[config.mk]
export PLATFORM = sky130hd
export DESIGN_NAME = pipe_stage_reg
export DESIGN_NICKNAME = d
export VERILOG_FILES = /design/src/rtl/pipe_stage_reg.sv
export SDC_FILE = /design/constraint.sdc
export NUM_CORES = 1
export LEC_CHECK = 0
export BUFFER_PORTS_ARGS = -buffer_cell sky130_fd_sc_hd__buf_2
export CORE_MARGIN = 8
export CORE_UTILIZATION = 45
export DETAILED_ROUTE_END_ITERATION = 10
export GPL_ROUTABILITY_DRIVEN = 0
export PLACE_DENSITY = 0.68
export SETUP_SLACK_MARGIN = 0.4
export SYNTH_ARGS = -nofsm -noshare
export SYNTH_HDL_FRONTEND = slang
export SYNTH_SLANG_ARGS = --single-unit
[constraint.sdc]
create_clock -name clk -period 2.3 [get_ports clk]
set_clock_uncertainty 0.2 [all_clocks]
set_input_delay 0.23 -clock clk [delete_from_list [all_inputs] [get_ports clk]]
set_output_delay 0.23 -clock clk [all_outputs]
set_load 0.05 [all_outputs]
[src/rtl/pipe_stage_reg.sv]
// pipe_stage_reg: valid/ready pipeline stage register with optional skid buffer, flush, stall and perf counters
//   clk        rising-edge clock
//   rst        asynchronous reset, active-low
//   flush      kills every held entry, highest priority
//   stall      external hold, blocks the downstream transfer
//   in_*       upstream valid/ready/payload
//   out_*      downstream valid/ready/payload (main entry)
//   stall_cnt  saturating count of cycles with out_valid and no accept
//   bubble_cnt saturating count of cycles without out_valid
module pipe_stage_reg #(
   parameter int DATA_W = 32,
   parameter int SKID   = 1,
   parameter int CNT_W  = 16
) (
   input  logic              clk,
   input  logic              rst,
   input  logic              flush,
   input  logic              stall,
   input  logic              in_valid,
   output logic              in_ready,
   input  logic [DATA_W-1:0] in_data,
   output logic              out_valid,
   input  logic              out_ready,
   output logic [DATA_W-1:0] out_data,
   output logic [CNT_W-1:0]  stall_cnt,
   output logic [CNT_W-1:0]  bubble_cnt
);
   logic              main_valid_q, main_valid_d;
   logic              skid_valid_q, skid_valid_d;
   logic              rdy_q, rdy_d;
   logic [DATA_W-1:0] main_q, main_d;
   logic [DATA_W-1:0] skid_q, skid_d;
   logic [CNT_W-1:0]  stall_cnt_q, stall_cnt_d;
   logic [CNT_W-1:0]  bubble_cnt_q, bubble_cnt_d;
   logic              accept;
   logic              in_fire;

   assign accept = main_valid_q & out_ready & ~stall;
   // rdy_q is low through reset and then tracks ~skid_valid, so with a skid
   // buffer in_ready is a flop gated only by flush
   assign in_ready = (SKID != 0) ? rdy_q & ~flush
                                 : rdy_q & (~main_valid_q | accept) & ~flush;
   assign in_fire    = in_valid & in_ready;
   assign out_valid  = main_valid_q;
   assign out_data   = main_q;
   assign stall_cnt  = stall_cnt_q;
   assign bubble_cnt = bubble_cnt_q;

   always_comb begin
      main_valid_d = main_valid_q;
      skid_valid_d = skid_valid_q;
      main_d       = main_q;
      skid_d       = skid_q;
      if (flush) begin
         main_valid_d = 1'b0;
         skid_valid_d = 1'b0;
         main_d       = '0;
         skid_d       = '0;
      end else if (accept) begin
         // in_ready is low whenever the skid entry is held, so no in_fire here
         if (skid_valid_q) begin
            main_d       = skid_q;
            skid_valid_d = 1'b0;
         end else if (in_fire)
            main_d = in_data;
         else
            main_valid_d = 1'b0;
      end else if (in_fire) begin
         if (!main_valid_q) begin
            main_valid_d = 1'b1;
            main_d       = in_data;
         end else if (SKID != 0) begin
            skid_valid_d = 1'b1;
            skid_d       = in_data;
         end
      end
      rdy_d        = ~skid_valid_d;
      stall_cnt_d  = (main_valid_q & ~accept & ~(&stall_cnt_q)) ? stall_cnt_q + 1'b1 : stall_cnt_q;
      bubble_cnt_d = (~main_valid_q & ~(&bubble_cnt_q)) ? bubble_cnt_q + 1'b1 : bubble_cnt_q;
   end

   always_ff @(posedge clk or negedge rst) begin
      if (!rst) begin
         main_valid_q <= 1'b0;
         skid_valid_q <= 1'b0;
         rdy_q        <= 1'b0;
         main_q       <= '0;
         skid_q       <= '0;
         stall_cnt_q  <= '0;
         bubble_cnt_q <= '0;
      end else begin
         main_valid_q <= main_valid_d;
         skid_valid_q <= skid_valid_d;
         rdy_q        <= rdy_d;
         main_q       <= main_d;
         skid_q       <= skid_d;
         stall_cnt_q  <= stall_cnt_d;
         bubble_cnt_q <= bubble_cnt_d;
      end
   end
endmodule

==> impl_metrics.tcl <==
set metrics [dict create \
    status "finished clean" \
    yosys-top-cells-area "dfrtp_1 (53%), mux2_2 (8.6%), mux2i_1 (6.8%), nand2_1 (6.2%), a21oi_1 (3.8%)" \
    via_count 3819 \
    clock_path_buffers 2 \
    ys_ff_latch 99 \
    grtUsageTotal_pct 16.3 \
    hold_end "rdy_q" \
    placed_cell_area_sq_um 5450 \
    tightest_slew_ns 0.536 \
    netlist.top_cell.by_area "dfrtp_1" \
    clkTransAtPathRegs_ns 0.09 \
    syn_nets 483 \
    period_needed_ns 1.85 \
    routed_wl_um 11600 \
    ys_seq_area_share_pct 52.8 \
    gr-total-overflow 0 \
    tns_ns 0 \
    grt_first_pass_wirelength_um 19000 \
    path_class "flop to flop" \
    vdd.ir_drop.worst_uv 530 \
    cp-end-kind "flop" \
    synthArstFlopShare_pct 100 \
    drt_iter0_markers 223 \
    worstHoldStart "flush" \
    start_kind "flop" \
    layout.nets 634 \
    vias_per_cell 5.20 \
    synth_cells 443 \
    cts.sinks 99 \
    drive_above_1_share_pct 39.2 \
    synth-edff-count 0 \
    clock-root-buffer "clkbuf_8" \
    die_area_sq_um 13900 \
    synth_most_common_cell "dfrtp_1" \
    syn-cell-area_sq_um 4690 \
    p_leak_nw 3.13 \
    power_density_nw_per_um2 792 \
    areaGrowthSynthToFinish_pct 32.1 \
    synthesis.area_per_instance_sq_um 10.6 \
    required_ns 2.35 \
    floorplan.initialDensity_pct 45.8 \
    clk_latency_ns 0.36 \
    wl_per_cell_um 15.8 \
    grt_antenna_before_repair 0 \
    synth-main-ff-cell "dfrtp_1" \
    timing.fmax_ghz 0.540 \
    grt_pass1_vias 3818 \
    cp.arrival_ns 1.90 \
    dp_hpwl_um 7470 \
    cts_buffers 9 \
    grt_setup_unrepaired "yes" \
    cts_tree "done" \
    antenna_cells 0 \
    whs_path_depth 2 \
    htreeDepth 3 \
    drv_cap 0 \
    finalMaxSlewViolations 0 \
    die_width_um 118 \
    reg2reg_setup_slack_ns 0.45 \
    fin_crit_sh_pct 80.5 \
    path_max_fanout 20 \
    finalSetupViolations 0 \
    portBuffers 103 \
    ioPinCount 104 \
    grt_start_max_net_pins 100 \
    yosysTopAreaCellShare_pct 52.8 \
    die_height_um 118 \
    rr_worst_depth 4 \
    drt-pass1-iter-count 5 \
    hp-class "primary input to flop" \
    final_antenna_net_count 0 \
    worstReg2RegStart "out_valid" \
    synth_common_cells "dfrtp_1 (99), nand2_1 (77), nor2_1 (40)" \
    core_sq_um 10200 \
    row_count 37 \
    reg2reg_to "out_data[27]" \
    drc 0 \
    relSlewSlack_pct 64.2 \
    yosysWarnings 0 \
    yosysUniqueCellTypes 49 \
    hold_viol 0 \
    postLayoutCellArea_sq_um 6190 \
]
critical path, stage by stage, from the launching register on:
cell     delay (ns)
dfrtp_2        0.45
nand2_1        0.26
a21oi_4        0.22
buf_6          0.24
mux2_2         0.36
power breakdown:
group / total [mW] / internal [mW] / switching (mW)
Combinational: 1.52 / 0.507 / 1.01
Sequential: 2.17 / 1.95 / 0.228
Clock: 1.21 / 0.611 / 0.603
layout make-up:
cell class	instances	area (sq um)
Clock inverter	5	77.6
Tap cell	136	170
Timing Repair Buffer	163	1080
Multi-Input combinational cell	315	2190
Fill cell	852	4040
Inverter	6	22.5
Clock buffer	11	131
Sequential cell	99	2520
worst max-delay path by stage:
stage | start | end | slack [ns] | cells past startpoint
5_1_grt | out_valid | bubble_cnt[14] | 0.36 | 4
3_3_place_gp | out_valid | bubble_cnt[12] | 0.41 | 4
6_report | out_valid | out_data[27] | 0.45 | 4
2_1_floorplan | bubble_cnt[13] | bubble_cnt[1] | 0.35 | 4
4_1_cts | bubble_cnt[8] | bubble_cnt[1] | 0.40 | 4
3_5_place_dp | out_valid | out_data[29] | 0.35 | 4
metal layers:
metal	part of all wire [%]	track usage, %	vias to the layer above
met5	0	0	-
met4	2.3	6.41	0
met3	4.9	3.88	26
met2	48	26.4	123
met1	45	20.6	1846
li1	-	-	1824
state kept, by name (all words and copies together) (netlist names):
name,cells
bubble_cnt,16
out_data,32
out_valid,1
rdy_q,1
skid_q,32
skid_valid_q,1
stall_cnt,16
repair_timing:
action                                  4_1_cts  5_1_grt
endpoints found under the hold margin       132        0
gates resized for setup                       1       14
endpoints found under the setup margin       23       15
pin swaps                                     1        8
setup buffers                                 3       14
hold buffers                                 34        0
cells by family (layout without fill, tap and decap cells):
family	after synthesis	in the layout	synth area share, %
AND/OR/NAND/NOR	170	170	17.6
flip-flops	99	99	52.8
multiplexers	69	69	15.8
AO/OA/AOI/OAI	50	50	6.11
buffers and inverters	29	185	2.67
XOR/XNOR	24	24	4.48
adder cells (fa/ha/maj)	2	2	0.534
stage by stage:
step	total power [mW]	hold WS [ns]	std cells	setup WS (ns)	util (%)
2_1_floorplan	3.16	-0.266	443	0.348	-
3_3_place_gp	3.53	0.133	668	0.408	53.3
3_5_place_dp	3.57	0.139	668	0.347	53.3
4_1_cts	4.82	0.0334	721	0.402	58.9
5_1_grt	5.13	0.0542	735	0.356	60.5
6_report	4.90	0.0428	735	0.448	60.5
layout by cell type, fill, tap and decap left out, drive strengths merged, types with 2 or more instances in the layout:
master	count
nand3	10
a21oi	37
nand2	77
buf	129
nor4	5
xnor2	4
nor2b	2
or4b	2
and3	3
bufinv	2
mux2	37
a31oi	3
xor2	20
o21ai	2
nor2	41
inv	6
nand4	10
a2111oi	4
nor4b	2
nor3	8
nor3b	2
dfrtp	99
clkinv	2
or2	2
mux2i	32
ha	2
clkbuf	11
dlygate4sd3	34
No activity file was read; power rests on OpenSTA's default activity.
